### src/rtl/ssram_pkg.sv
// Shared types for the pixel-buffer SSRAM arbiter: requester IDs, bus states
// and the round-robin pick between the PPU and CPU ports.
package ssram_pkg;

  typedef logic [1:0] port_id_t;

  localparam port_id_t PORT_VGA = 2'd0;
  localparam port_id_t PORT_PPU = 2'd1;
  localparam port_id_t PORT_CPU = 2'd2;

  typedef enum logic [1:0] {
    IDLE  = 2'd0,
    READ  = 2'd1,
    TURN  = 2'd2,
    WRITE = 2'd3
  } bus_state_e;

  // Round-robin winner between PPU and CPU; ptr_cpu = 1 favours the CPU on a tie.
  function automatic port_id_t rr_pick(input logic elig_ppu, input logic elig_cpu,
                                       input logic ptr_cpu);
    port_id_t pick;
    if (elig_ppu && elig_cpu) begin
      pick = ptr_cpu ? PORT_CPU : PORT_PPU;
    end else if (elig_cpu) begin
      pick = PORT_CPU;
    end else begin
      pick = PORT_PPU;
    end
    return pick;
  endfunction

endpackage

### src/rtl/ssram_read_tag_pipe.sv
// READ_LAT-deep shift register of read tags (requester ID + valid). A tag
// pushed with a read grant emerges exactly when that read's data is on DQ.
module ssram_read_tag_pipe
  import ssram_pkg::*;
#(
  parameter int READ_LAT = 2
) (
  input  logic     clk,
  input  logic     rst,
  input  logic     push,
  input  port_id_t push_id,
  output logic     pop_valid,
  output port_id_t pop_id,
  output logic     inflight,
  output logic     stay
);

  logic [READ_LAT-1:0] vld_r;
  port_id_t            id_r [READ_LAT];

  // Shift tags one stage per clock; reset discards everything in flight.
  always_ff @(posedge clk or posedge rst) begin
    if (rst) begin
      vld_r <= '0;
      for (int i = 0; i < READ_LAT; i++) begin
        id_r[i] <= PORT_VGA;
      end
    end else begin
      vld_r[0] <= push;
      id_r[0]  <= push_id;
      for (int i = 1; i < READ_LAT; i++) begin
        vld_r[i] <= vld_r[i-1];
        id_r[i]  <= id_r[i-1];
      end
    end
  end

  // A tag in any stage but the last will still be in flight next cycle.
  always_comb begin
    stay = 1'b0;
    for (int i = 0; i < READ_LAT - 1; i++) begin
      stay = stay | vld_r[i];
    end
  end

  assign inflight  = |vld_r;
  assign pop_valid = vld_r[READ_LAT-1];
  assign pop_id    = id_r[READ_LAT-1];

endmodule

### src/rtl/ssram_arbiter.sv
// Three-port arbiter/sequencer for the pixel-buffer SSRAM. Port 0 (VGA) has
// fixed priority, ports 1/2 (PPU/CPU) share round-robin, a starvation guard
// bounds VGA monopoly, and a bus FSM inserts the read-to-write turnaround.
module ssram_arbiter
  import ssram_pkg::*;
#(
  parameter int ADDR_W     = 19,
  parameter int DATA_W     = 32,
  parameter int READ_LAT   = 2,
  parameter int STARVE_MAX = 8
) (
  input  logic                  CLOCK,
  input  logic                  RESET,
  input  logic                  req_0,
  input  logic                  we_0,
  input  logic [ADDR_W-1:0]     addr_0,
  input  logic [DATA_W-1:0]     wdata_0,
  input  logic [DATA_W/8-1:0]   be_0,
  input  logic                  req_1,
  input  logic                  we_1,
  input  logic [ADDR_W-1:0]     addr_1,
  input  logic [DATA_W-1:0]     wdata_1,
  input  logic [DATA_W/8-1:0]   be_1,
  input  logic                  req_2,
  input  logic                  we_2,
  input  logic [ADDR_W-1:0]     addr_2,
  input  logic [DATA_W-1:0]     wdata_2,
  input  logic [DATA_W/8-1:0]   be_2,
  output logic                  gnt_0,
  output logic                  gnt_1,
  output logic                  gnt_2,
  output logic                  rvalid_0,
  output logic                  rvalid_1,
  output logic                  rvalid_2,
  output logic [DATA_W-1:0]     rdata,
  output logic                  ssram_adsc_n,
  output logic                  ssram_we_n,
  output logic                  ssram_oe_n,
  output logic [DATA_W/8-1:0]   ssram_be_n,
  output logic [ADDR_W-1:0]     ssram_addr,
  output logic [DATA_W-1:0]     ssram_dq_out,
  output logic                  ssram_dq_oe,
  input  logic [DATA_W-1:0]     ssram_dq_in
);

  localparam int CNT_W = $clog2(STARVE_MAX + 1);
  localparam logic [CNT_W-1:0] STARVE_LIM = CNT_W'(STARVE_MAX);

  bus_state_e          state_r, state_nxt_s;
  logic                rr_r;
  logic [CNT_W-1:0]    starve_cnt_r;
  logic                write_ok_s, elig_1_s, elig_2_s, rr_valid_s, starve_hit_s;
  port_id_t            rr_id_s, gnt_id_s, pop_id_s;
  logic                gnt_any_s, push_s, pop_valid_s, inflight_s, stay_s;
  logic                sel_we_s;
  logic [ADDR_W-1:0]   sel_addr_s;
  logic [DATA_W-1:0]   sel_wdata_s;
  logic [DATA_W/8-1:0] sel_be_s;
  logic                unused_we_0_s;

  // The VGA port only ever reads, so its write strobe is ignored.
  assign unused_we_0_s = we_0;

  assign starve_hit_s = (starve_cnt_r == STARVE_LIM);
  assign push_s       = gnt_any_s & ~sel_we_s;

  // Pick this cycle's grant: writes wait for the read pipe to drain, the
  // starvation guard hands the slot to the round-robin winner.
  always_comb begin
    write_ok_s = ((state_r == IDLE) || (state_r == WRITE)) && !inflight_s;
    elig_1_s   = req_1 && (!we_1 || write_ok_s);
    elig_2_s   = req_2 && (!we_2 || write_ok_s);
    rr_valid_s = elig_1_s || elig_2_s;
    rr_id_s    = rr_pick(elig_1_s, elig_2_s, rr_r);
    gnt_any_s  = 1'b0;
    gnt_id_s   = PORT_VGA;
    if (RESET) begin
      gnt_any_s = 1'b0;
    end else if (rr_valid_s && (starve_hit_s || !req_0)) begin
      gnt_any_s = 1'b1;
      gnt_id_s  = rr_id_s;
    end else if (req_0) begin
      gnt_any_s = 1'b1;
      gnt_id_s  = PORT_VGA;
    end else begin
      gnt_any_s = 1'b0;
    end
  end

  // Route the granted requester's command fields toward the pin registers.
  always_comb begin
    sel_we_s    = 1'b0;
    sel_addr_s  = addr_0;
    sel_wdata_s = wdata_0;
    sel_be_s    = be_0;
    case (gnt_id_s)
      PORT_PPU: begin
        sel_we_s    = we_1;
        sel_addr_s  = addr_1;
        sel_wdata_s = wdata_1;
        sel_be_s    = be_1;
      end
      PORT_CPU: begin
        sel_we_s    = we_2;
        sel_addr_s  = addr_2;
        sel_wdata_s = wdata_2;
        sel_be_s    = be_2;
      end
      default: begin
        sel_we_s    = 1'b0;
        sel_addr_s  = addr_0;
        sel_wdata_s = wdata_0;
        sel_be_s    = be_0;
      end
    endcase
  end

  assign gnt_0 = gnt_any_s & (gnt_id_s == PORT_VGA);
  assign gnt_1 = gnt_any_s & (gnt_id_s == PORT_PPU);
  assign gnt_2 = gnt_any_s & (gnt_id_s == PORT_CPU);

  // Bus direction FSM: READ holds until the last tag reaches its final stage,
  // then TURN gives the SSRAM one cycle to release DQ.
  always_comb begin
    state_nxt_s = state_r;
    case (state_r)
      IDLE, WRITE, TURN: begin
        if (gnt_any_s) begin
          state_nxt_s = sel_we_s ? WRITE : READ;
        end else begin
          state_nxt_s = IDLE;
        end
      end
      READ: begin
        if (gnt_any_s || stay_s) begin
          state_nxt_s = READ;
        end else begin
          state_nxt_s = TURN;
        end
      end
      default: state_nxt_s = IDLE;
    endcase
  end

  // FSM, round-robin pointer and starvation counter.
  always_ff @(posedge CLOCK or posedge RESET) begin
    if (RESET) begin
      state_r      <= IDLE;
      rr_r         <= 1'b0;
      starve_cnt_r <= '0;
    end else begin
      state_r <= state_nxt_s;
      if (gnt_any_s && (gnt_id_s != PORT_VGA)) begin
        rr_r         <= ~rr_r;
        starve_cnt_r <= '0;
      end else if (!(req_1 || req_2)) begin
        starve_cnt_r <= '0;
      end else if (gnt_any_s && !starve_hit_s) begin
        starve_cnt_r <= starve_cnt_r + CNT_W'(1);
      end else begin
        starve_cnt_r <= starve_cnt_r;
      end
    end
  end

  // Registered SSRAM pins: the granted command appears the cycle after gnt.
  always_ff @(posedge CLOCK or posedge RESET) begin
    if (RESET) begin
      ssram_adsc_n <= 1'b1;
      ssram_we_n   <= 1'b1;
      ssram_oe_n   <= 1'b1;
      ssram_be_n   <= '1;
      ssram_addr   <= '0;
      ssram_dq_out <= '0;
      ssram_dq_oe  <= 1'b0;
    end else begin
      ssram_oe_n <= ~(push_s | stay_s);
      if (gnt_any_s) begin
        ssram_adsc_n <= 1'b0;
        ssram_we_n   <= ~sel_we_s;
        ssram_be_n   <= ~sel_be_s;
        ssram_addr   <= sel_addr_s;
        ssram_dq_out <= sel_wdata_s;
        ssram_dq_oe  <= sel_we_s;
      end else begin
        ssram_adsc_n <= 1'b1;
        ssram_we_n   <= 1'b1;
        ssram_be_n   <= '1;
        ssram_dq_oe  <= 1'b0;
      end
    end
  end

  // Capture read data when its tag emerges and flag the owning port.
  always_ff @(posedge CLOCK or posedge RESET) begin
    if (RESET) begin
      rdata    <= '0;
      rvalid_0 <= 1'b0;
      rvalid_1 <= 1'b0;
      rvalid_2 <= 1'b0;
    end else begin
      rvalid_0 <= pop_valid_s & (pop_id_s == PORT_VGA);
      rvalid_1 <= pop_valid_s & (pop_id_s == PORT_PPU);
      rvalid_2 <= pop_valid_s & (pop_id_s == PORT_CPU);
      if (pop_valid_s) begin
        rdata <= ssram_dq_in;
      end else begin
        rdata <= rdata;
      end
    end
  end

  ssram_read_tag_pipe #(.READ_LAT(READ_LAT)) u_tag_pipe (
    .clk      (CLOCK),
    .rst      (RESET),
    .push     (push_s),
    .push_id  (gnt_id_s),
    .pop_valid(pop_valid_s),
    .pop_id   (pop_id_s),
    .inflight (inflight_s),
    .stay     (stay_s)
  );

endmodule
### config.mk
export PLATFORM = sky130hd
export DESIGN_NAME = ssram_arbiter
export DESIGN_NICKNAME = d
export VERILOG_FILES = /design/src/rtl/ssram_pkg.sv /design/src/rtl/ssram_read_tag_pipe.sv /design/src/rtl/ssram_arbiter.sv
export SDC_FILE = /design/constraint.sdc
export NUM_CORES = 1
export LEC_CHECK = 0
export ABC_AREA = 1
export ABC_CLOCK_PERIOD_IN_PS = 6100
export BUFFER_PORTS_ARGS = -buffer_cell sky130_fd_sc_hd__buf_2
export CORE_MARGIN = 3
export CORE_UTILIZATION = 40
export DETAILED_ROUTE_END_ITERATION = 10
export PLACE_DENSITY = 0.77
export SYNTH_ARGS = -nofsm -noshare
export SYNTH_HDL_FRONTEND = slang
export SYNTH_SLANG_ARGS = --single-unit
export TNS_END_PERCENT = 30
### constraint.sdc
create_clock -name CLOCK -period 6.1 [get_ports CLOCK]
set_input_delay 1.22 -clock CLOCK [delete_from_list [all_inputs] [get_ports CLOCK]]
set_output_delay 1.22 -clock CLOCK [all_outputs]
set_load 0.05 [all_outputs]
==> impl_metrics.toml <==
[clocking]
h-tree-depth = 3
hold_buffers = 0
cts-resized-gates = 0
number_of_cts_inserted_buffers = 9
clock_tree.buffer_depth = 2
cts_sinks = 107
clock_tree.root_cell = "clkbuf_16"
postCtsSetupBuffers = 0
cts.clk_slew.worst_paths_ns = 0.07
worst_skew_pair.late_latency_ns = 0.34
tritoncts = "done"

[setup_path]
timing.critical_path.fanout_max = 34
critical_path_required_ns = 4.88
r2r_setup_slack_ns = 2.50
timing.rr.end = "ssram_dq_out[6]"
startpoint_types = "flip-flop"
rr_startpoint = "u_tag_pipe.vld_r[1]"
setup.worst_path.end_class = "primary output"
critPathKind = "flip-flop to primary output"
worstRegToRegCells = 13
worstPathArrival_ns = 2.80

[sta]
final.setup_skew_ns = 0.0112
timing.final.ws_setup_ns = 2.08
max_slew.worst_pin.slew_ns = 1.14
setup_repair_after_global_routing_missed_its_margin = "no"
timing.final.hold_violations = 0
shortest_clock_period_the_worst_path_allows_after_layout_ns = 4.02
timing.final.crit_share_pct = 65.9
timing.max_slew.rel_slack_pct = 24.0
fin_tns_setup_ns = 0
report.final.setup_viol = 0
clock.fmax_mhz = 249
slew_viol_final = 0
hold-worst-slack_ns = 0.359

[floorplan]
die_height_um = 121
core_footprint_um2 = 12800
floorplan.initialDensity_pct = 41.3
row_count = 41
floorplan.io_pins = 302
design.die.area_um2 = 14600
chipWidth_um = 121

[finish]
fill_cell_count = 1210
multiInputGateArea_um2 = 2310
area.sequential_um2 = 2690
most_common_library_cell_in_the_layout_ignoring_fill_and_taps = "nand2_1"
most-common-layout-cells = "nand2_1 (335), buf_2 (300), dfrtp_1 (100)"
final_nets = 1136
areaGrowthSynthToFinish_pct = 35.9
antenna-diode-count = 0
share_of_final_layout_standard_cells_stronger_than_drive_strength_1_pct = 38.2

[placement]
place_congestion = 0.791
dp_slack_ns = 2.19
io_buffer_count = 300
hpwlAfterDp_mm = 11.4

[logic_synthesis]
synth.ff_latch_count = 107
synth-simple-area-share_pct = 31.3
synth.cell_area_um2 = 5270
synth_compound_gate_area_share_pct = 10.2
synth_cells = 652
synth_mux_area_share_pct = 0
synth.yosys.warnings = 0
post_synth.cell_area_avg_um2 = 8.08
yosysSeqAreaShare_pct = 51.0
number_of_nets_produced_by_synthesis = 863
yosys.area_share.xor_xnor_pct = 0.499
dominant_combinational_cell_family_by_area_after_synthesis = "simple AND/OR/NAND/NOR gates"
synth.lib_cells_used.distinct = 29
synthAdderAreaFrac_pct = 1.42

[global_route]
via_count_of_the_first_global_routing_pass = 4973
grt_pass1_wl_mm = 24.1
grt_max_degree = 72
grt_remaining_overflow = 0
grt_antenna_before_repair = 0
global_route.usage.total_pct = 20.7

[worst_hold_path]
hold_path_end = "u_tag_pipe.pop_id[1]"
holdCritStartpoint = "u_tag_pipe.id_r[3]"
timing.hold.worst.class = "flip-flop to flip-flop"
holdPathStages = 0

[detailed_routing]
starting_drt_drc_count = 283
drc_errors = 0
detail_route.vias_per_cell = 4.80
vias = 5292
ant_nets = 0
finalWirelength_mm = 15.6
drt_first_pass_iters = 4
wire_per_inst_um = 14.2

[power_and_ir_drop]
cellPowerDensity_nw_per_um2 = 320
cellLeakagePower_nw = 3.83
ir_worst_vdd_uv = 148

[job]
max_cap_viol_count = 0

[outcome]
status = "finished clean"
[power by group]
part	internal (mW)	switching [mW]	leakage (nW)
clock	0.384	0.256	0.166
sequential	0.818	0.0627	1.31
combinational	0.197	0.576	2.35
[registers in the layout, summed over array words and instances (netlist names)]
| name | cells |
|---|---|
| rr_r | 1 |
| rvalid_2 | 1 |
| ssram_we_n | 1 |
| ssram_addr | 19 |
| starve_cnt_r | 4 |
| rvalid_1 | 1 |
| u_tag_pipe.vld_r | 2 |
| rdata | 32 |
| ssram_be_n | 4 |
| u_tag_pipe.pop_id | 2 |
| ssram_oe_n | 1 |
| u_tag_pipe.id_r | 2 |
| ssram_dq_oe | 1 |
| state_r | 2 |
| rvalid_0 | 1 |
| ssram_adsc_n | 1 |
| ssram_dq_out | 32 |
[metrics by stage]
| stage | util, % | instance area [µm²] | power, mW | std cells |
|---|---|---|---|---|
| after global placement | 53.5 | 6830 | 1.66 | 1086 |
| after detailed placement | 53.5 | 6830 | 1.67 | 1086 |
| final | 56.1 | 7160 | 2.29 | 1102 |
| after CTS | 56.1 | 7160 | 2.32 | 1102 |
| after global routing | 56.1 | 7160 | 2.41 | 1102 |
| after floorplan | - | 5270 | 1.44 | 652 |
[worst max path at each step]
stage / slack [ns] / to / from
after floorplan: 0.54 / gnt_2 / RESET
after global placement: 2.22 / gnt_1 / RESET
after detailed placement: 2.19 / gnt_1 / RESET
after CTS: 2.06 / gnt_2 / u_tag_pipe.vld_r[1]
after global routing: 1.80 / gnt_2 / u_tag_pipe.vld_r[1]
final: 2.08 / gnt_2 / u_tag_pipe.vld_r[1]
[routing by layer]
metal  vias up  share of wire (%)  track usage (%)
met5         -                  0                0
met3        21                8.1             5.05
met1      2388                 39             24.5
li1       2644                  -                -
met4         0                1.6             6.44
met2       239                 51             37.0
[cells in the mapped netlist]
cell	instances	share of area, %
nand4_1	4	0.47
ha_1	6	1.4
xor2_1	2	0.33
buf_2	5	0.47
xnor2_1	1	0.17
inv_1	18	1.3
nor2_2	1	0.12
buf_1	6	0.43
clkinv_1	2	0.14
o211ai_1	35	5.0
dfstp_2	7	3.5
nand2_1	335	24
or2_2	1	0.12
clkbuf_1	26	1.9
nor2_1	6	0.43
nand2_4	1	0.21
a21oi_1	5	0.47
buf_6	5	1.1
nand2_2	2	0.24
a22o_1	4	0.66
nor3_1	2	0.19
nand3_4	1	0.33
o21ai_1	1	0.095
o21ai_0	2	0.19
o211ai_2	16	3.8
nand3_1	56	5.3
inv_2	1	0.071
dfrtp_1	100	47
buf_8	1	0.28
[worst max-delay path, cell delays in order, from the launching register on]
cell and delay [ns]:
dfrtp_1 0.81, nor2_2 0.24, nand2_1 0.08, nand2_1 0.08
nand2_2 0.08, nand2_1 0.07, nand2_1 0.04, a21oi_1 0.17
nand2_1 0.16, inv_1 0.11, ha_2 0.18, inv_1 0.05
nor2_1 0.08, buf_2 0.29
[kinds of logic after synthesis]
kind of cell / Yosys count
AND/OR/NAND/NOR: 409
flip-flops: 107
XOR/XNOR: 3
adder cells (fa/ha/maj): 6
buffers and inverters: 64
AO/OA/AOI/OAI: 63
[layout make-up]
type	instances	area share [%]
timing repair buffer	305	21.5
clock buffer	11	3.53
tap	172	3.00
clock inverter	5	1.15
inverter	21	1.14
multi-input combinational	481	32.2
sequential	107	37.5
No activity file was read; power rests on OpenSTA's default activity.
